==> src/rtl/gcn_pkg.sv <==
// Shared types and default dimensions for the GCN transformation datapath.
// The request selector polarity matches read_feature_or_weight.
package gcn_pkg;

    typedef enum logic {
        SEL_WEIGHT  = 1'b0,
        SEL_FEATURE = 1'b1
    } req_sel_t;

    localparam int DEF_FEATURE_ROWS = 6;
    localparam int DEF_WEIGHT_COLS  = 3;
    localparam int DEF_VEC_WIDTH    = 480;
    localparam int DEF_RSP_DEPTH    = 4;

endpackage

==> src/rtl/sync_fifo.sv <==
// Single-clock FIFO with occupancy count. Push while full is allowed only
// when a pop happens in the same cycle.
module sync_fifo #(
    parameter int WIDTH = 8,
    parameter int DEPTH = 4,
    localparam int PTR_W = $clog2(DEPTH),
    localparam int CNT_W = PTR_W + 1
) (
    input  logic             clk,
    input  logic             reset,
    input  logic             i_push,
    input  logic [WIDTH-1:0] i_push_data,
    input  logic             i_pop,
    output logic [WIDTH-1:0] o_pop_data,
    output logic             o_empty,
    output logic [CNT_W-1:0] o_count
);

    logic [WIDTH-1:0] r_mem [DEPTH];
    logic [PTR_W-1:0] r_wr_ptr;
    logic [PTR_W-1:0] r_rd_ptr;
    logic [CNT_W-1:0] r_count;
    logic             w_full;
    logic             w_do_push;
    logic             w_do_pop;

    assign o_empty    = (r_count == '0);
    assign w_full     = (r_count == CNT_W'(DEPTH));
    assign w_do_pop   = i_pop & ~o_empty;
    assign w_do_push  = i_push & (~w_full | w_do_pop);
    assign o_pop_data = r_mem[r_rd_ptr];
    assign o_count    = r_count;

    always_ff @(posedge clk or posedge reset) begin
        if (reset) begin
            r_wr_ptr <= '0;
            r_rd_ptr <= '0;
            r_count  <= '0;
        end else begin
            // NOTE: non-blocking assignments so every register sees pre-edge values.
            if (w_do_push) r_wr_ptr <= r_wr_ptr + 1'b1;
            if (w_do_pop)  r_rd_ptr <= r_rd_ptr + 1'b1;
            case ({w_do_push, w_do_pop})
                2'b10:   r_count <= r_count + 1'b1;
                2'b01:   r_count <= r_count - 1'b1;
                default: r_count <= r_count;
            endcase
        end
    end

    // NOTE: storage is not reset; pointers and count alone decide which entries are live.
    always_ff @(posedge clk) begin
        if (w_do_push) r_mem[r_wr_ptr] <= i_push_data;
    end

    a_no_overflow: assert property (@(posedge clk) disable iff (reset)
        !(i_push && w_full && !w_do_pop));

endmodule

==> src/rtl/fm_wm_read_server.sv <==
// Weight/feature read server: maps row/column requests onto the shared memory
// and returns vectors in order through a credit-limited response FIFO.
module fm_wm_read_server
    import gcn_pkg::*;
#(
    parameter int FEATURE_ROWS = DEF_FEATURE_ROWS,
    parameter int WEIGHT_COLS  = DEF_WEIGHT_COLS,
    parameter int VEC_WIDTH    = DEF_VEC_WIDTH,
    parameter int RSP_DEPTH    = DEF_RSP_DEPTH,
    parameter int INDEX_WIDTH  = $clog2(FEATURE_ROWS),
    parameter int ADDR_WIDTH   = $clog2(FEATURE_ROWS + WEIGHT_COLS)
) (
    input  logic                   clk,
    input  logic                   reset,
    input  logic                   req_valid,
    output logic                   req_ready,
    input  logic                   req_sel,
    input  logic [INDEX_WIDTH-1:0] req_index,
    output logic                   mem_read_en,
    output logic [ADDR_WIDTH-1:0]  mem_addr,
    input  logic [VEC_WIDTH-1:0]   mem_rdata,
    output logic                   rsp_valid,
    input  logic                   rsp_ready,
    output logic [VEC_WIDTH-1:0]   rsp_data,
    output logic                   rsp_error,
    output logic                   busy
);

    localparam int CNT_W = $clog2(RSP_DEPTH) + 1;
    localparam int OUT_W = CNT_W + 1;

    req_sel_t              w_sel;
    logic                  w_accept;
    logic                  w_req_err;
    logic [ADDR_WIDTH-1:0] w_req_addr;
    logic [OUT_W-1:0]      w_outstanding;
    logic [CNT_W-1:0]      w_fifo_count;
    logic                  w_fifo_empty;
    logic [VEC_WIDTH:0]    w_push_data;
    logic [VEC_WIDTH:0]    w_head;

    logic                  r_s1_valid;
    logic                  r_s1_err;
    logic [ADDR_WIDTH-1:0] r_s1_addr;
    logic                  r_s2_valid;
    logic                  r_s2_err;

    assign w_sel = req_sel_t'(req_sel);

    always_comb begin
        w_req_err  = 1'b0;
        w_req_addr = '0;
        if (w_sel == SEL_FEATURE) begin
            w_req_err  = (int'(req_index) >= FEATURE_ROWS);
            w_req_addr = ADDR_WIDTH'(WEIGHT_COLS + int'(req_index));
        end else begin
            w_req_err  = (int'(req_index) >= WEIGHT_COLS);
            w_req_addr = ADDR_WIDTH'(req_index);
        end
        if (w_req_err) w_req_addr = '0;
    end

    // Credit counts only registered state, so a pop frees its slot one cycle later
    // and there is no combinational path from rsp_ready to req_ready.
    assign w_outstanding = OUT_W'(r_s1_valid) + OUT_W'(r_s2_valid) + OUT_W'(w_fifo_count);
    assign req_ready     = (w_outstanding < OUT_W'(RSP_DEPTH));
    assign busy          = (w_outstanding != '0);
    assign w_accept      = req_valid & req_ready;

    always_ff @(posedge clk or posedge reset) begin
        if (reset) begin
            r_s1_valid <= 1'b0;
            r_s1_err   <= 1'b0;
            r_s1_addr  <= '0;
            r_s2_valid <= 1'b0;
            r_s2_err   <= 1'b0;
        end else begin
            r_s1_valid <= w_accept;
            r_s2_valid <= r_s1_valid;
            r_s2_err   <= r_s1_err;
            if (w_accept) begin
                r_s1_err  <= w_req_err;
                r_s1_addr <= w_req_addr;
            end
        end
    end

    assign mem_read_en = r_s1_valid & ~r_s1_err;
    assign mem_addr    = r_s1_addr;

    assign w_push_data = {r_s2_err, r_s2_err ? {VEC_WIDTH{1'b0}} : mem_rdata};

    sync_fifo #(
        .WIDTH (VEC_WIDTH + 1),
        .DEPTH (RSP_DEPTH)
    ) u_rsp_fifo (
        .clk         (clk),
        .reset       (reset),
        .i_push      (r_s2_valid),
        .i_push_data (w_push_data),
        .i_pop       (rsp_valid & rsp_ready),
        .o_pop_data  (w_head),
        .o_empty     (w_fifo_empty),
        .o_count     (w_fifo_count)
    );

    // Head data is masked while empty so the unreset storage never reaches the port.
    assign rsp_valid = ~w_fifo_empty;
    assign rsp_data  = rsp_valid ? w_head[VEC_WIDTH-1:0] : '0;
    assign rsp_error = rsp_valid & w_head[VEC_WIDTH];

endmodule
==> config.mk <==
export PLATFORM = sky130hd
export DESIGN_NAME = fm_wm_read_server
export DESIGN_NICKNAME = d
export VERILOG_FILES = /design/src/rtl/gcn_pkg.sv /design/src/rtl/sync_fifo.sv /design/src/rtl/fm_wm_read_server.sv
export SDC_FILE = /design/constraint.sdc
export NUM_CORES = 2
export LEC_CHECK = 0
export CAP_MARGIN = 0
export CORE_MARGIN = 3
export CORE_UTILIZATION = 30
export CTS_CLUSTER_DIAMETER = 60
export DETAILED_ROUTE_END_ITERATION = 16
export PLACE_DENSITY = 0.54
export SKIP_CTS_REPAIR_TIMING = 1
export SLEW_MARGIN = 10
export SYNTH_ARGS = -nofsm -noshare
export SYNTH_HDL_FRONTEND = slang
export SYNTH_SLANG_ARGS = --single-unit
==> constraint.sdc <==
create_clock -name clk -period 23.7 [get_ports clk]
set_input_delay 3.555 -clock clk [delete_from_list [all_inputs] [get_ports clk]]
set_output_delay 3.555 -clock clk [all_outputs]
set_load 0.02 [all_outputs]
==> metrics.yaml <==
vdd_drop_max_v: 0.0000894
wl_per_cell_um: 25.0
clockPowerShare_pct: 23.9
grt_pass1_vias: 40500
syn_area_um2: 77100
cts_buffers: 210
period_share_pct: 44.5
drive_gt1_share_pct: 17.6
mostFrequentLayoutCells: "edfxtp_1 (1,924), clkdlybuf4s50_1 (976), nor2b_1 (481), mux4_2 (481), and2_1 (481)"
post_drt_via_cell_ratio: 4.63
route.detailed.drc: 0
num-nets-final: 5198
grt_max_degree: 190
p_int_w: 0.00886
endpoint_kind: "primary output"
area_growth_pct: 25.7
synth_seq_cells: 1939
vias: 38300
yosysSeqAreaShare_pct: 75.4
finalMaxSlewViolations: 0
powerDensity_nw_per_um2: 139
rsz0062_at_grt: "false"
ant_nets: 0
grt_overflow_total: 0
drt-total-wl_um: 207000
fmax_ghz: 0.0948
antenna_found_initial: 63
crit_path_frequent_cell: "buf_4"
fin_area_um2: 96900
portBuffers: 976
hold_path_class: "reg -> reg"
final_common_cell: "edfxtp_1"
critical-path-slowest-cell: "buf_4"
tightest_slew_ns: 1.20
multiInputGateArea_um2: 17300
swShare_pct: 34.2
cts.sinks: 1939
syn_nets: 4164
worstSetupPathType: "reg -> out"
p_seq_share_pct: 35.7
finClkSkew_ns: 0.0707
crit_chain: "buf_4, buf_4, buf_4, buf_4, buf_4, mux4_2, and2_1, clkdlybuf4s50_1"
clockRootBuffer: "clkbuf_16"
worstSetupStartpointType: "flop"
postSynthCellCount: 3666
place_area_um2: 90000
die_w_um: 513
setup_tns_ns: 0
synth.distinct_cells: 28
clk_latency_ns: 0.84
cts_tree: "built"
dieHeight_um: 513
nFillCells: 23300
post-route-min-period_ns: 10.55
dp_hpwl_um: 130000
grt_pass1_wl_um: 296000
max_stage_delay_ns: 0.91
p_leak_nw: 30.9
worstPathRequired_ns: 20.15
hold_viol: 0
clk_pin_slew_ns: 0.06
firstDrtPassIters: 7
ys_warn_count: 0
syn_area_per_cell_um2: 21.0
setup_viol: 0
ios: 977
row_count: 185
clock_path_buffers: 3
area.sequential_um2: 58200
combPwrFrac_pct: 40.4
grt.total_usage_pct: 15.3
initial_utilization_pct: 30.3
holdPathStages: 0
floorplan.core_area_um2: 255000
htreeDepth: 4
die_area_um2: 263000
cp_max_fo: 64
setup_slack_ns: 13.15
dr.first_iter.drc_count: 2718
place_congestion: 0.745
cap_violations: 0
outcome: "complete, no violations"
dp_slack_ns: 13.71
p_switching_w: 0.00460
r2r_cells: 7
worstPathArrival_ns: 7.00
maxSlewHeadroom_pct: 19.9
## worst max-delay path: cells and delay by family (launching register included)
family | cells | cell delay [ns]
buffers and inverters | 6 | 4.43
flip-flops | 1 | 0.89
multiplexers | 1 | 0.43
AND/OR/NAND/NOR | 1 | 0.18
## power by group through the flow
stage / Combinational [W] / Clock, W / Sequential, W
6_report: 0.00544 / 0.00322 / 0.00481
5_1_grt: 0.00578 / 0.00345 / 0.00486
4_1_cts: 0.00557 / 0.00331 / 0.00482
3_5_place_dp: 0.00555 / 0 / 0.00489
3_3_place_gp: 0.00554 / 0 / 0.00486
2_1_floorplan: 0.00326 / 0 / 0.00508
## per-layer routing
layer / part of all wire [%] / wire length, um / vias to the layer above / global-route usage, %
li1: - / - / 16500 / -
met1: 40 / 82500 / 20200 / 18.8
met2: 49 / 101000 / 1161 / 25.1
met3: 8.5 / 17600 / 325 / 5.48
met4: 2.7 / 5530 / 42 / 4.71
met5: 0.12 / 251 / - / 0
## registers in the layout (all words and copies together), names as in the netlist
register	count
u_rsp_fifo.r_mem	1924
mem_addr	4
u_rsp_fifo.o_count	3
u_rsp_fifo.r_rd_ptr	2
u_rsp_fifo.r_wr_ptr	2
r_s1_err	1
r_s1_valid	1
r_s2_err	1
r_s2_valid	1
## area by class of cell
cell class              count  share of cell area (%)
well taps                3366                    4.34
clock buffers             260                    5.66
inverters                  16                  0.0619
repair buffers           1037                    10.6
diodes                     27                  0.0697
flip-flops and latches   1939                    60.0
clock inverters           127                    1.40
multi-input cells        1496                    17.8
## worst paths after layout
check / startpoint / slack (ns) / endpoint
worst max-delay path: u_rsp_fifo.r_rd_ptr[1] / 13.15 / rsp_data[270]
min in group asynchronous: reset / 3.14 / r_s1_err
worst min-delay path: r_s1_valid / 0.38 / r_s2_valid
worst max register to register: u_rsp_fifo.o_count[2] / 18.46 / u_rsp_fifo.r_mem[2][306]
max in group asynchronous: reset / 20.09 / u_rsp_fifo.r_rd_ptr[0]
worst min register to register: r_s1_valid / 0.38 / r_s2_valid
## through the flow
step,instances,hold WS [ns],total power [W],utilization [%]
floorplan,3666,0.354,0.00834,-
global placement,7854,0.362,0.0104,35.3
detailed placement,7854,0.375,0.0104,35.3
CTS,8241,0.388,0.0137,38.0
global route,8253,0.410,0.0141,38.0
finish,8268,0.381,0.0135,38.0
## cell usage after synthesis
library cell	n	share of area, %
dfrtp_1	15	0.49
a21oi_1	1	0.0065
clkbuf_1	109	0.53
and2_4	1	0.011
nor2_1	4	0.019
and2_1	485	3.9
o32ai_1	1	0.011
nand2_1	8	0.039
nand3b_1	1	0.0097
mux2i_1	2	0.026
buf_12	44	1.1
or2_2	1	0.0081
mux2_2	4	0.058
o21ai_0	5	0.032
o22ai_1	1	0.0081
fa_1	2	0.052
ha_1	8	0.13
xnor2_1	4	0.045
buf_2	53	0.34
o41a_1	1	0.015
edfxtp_1	1924	75
and3_1	1	0.0081
inv_1	16	0.078
buf_6	9	0.13
xor2_1	2	0.023
or3_1	2	0.016
mux4_2	481	14
nor2b_1	481	3.9
## logic make-up after synthesis
logic type                 count (synthesis)  share of synthesized area, %
buffers and inverters                    231                          2.23
xor gates and xnor gates                   6                        0.0681
muxes                                    487                          14.1
adders and majority gates                 10                         0.182
and+or+nand+nor                          984                          7.95
DFF                                     1939                          75.4
AOI/OAI and AO/OA                          9                        0.0730
No activity file was read; power rests on OpenSTA's default activity.
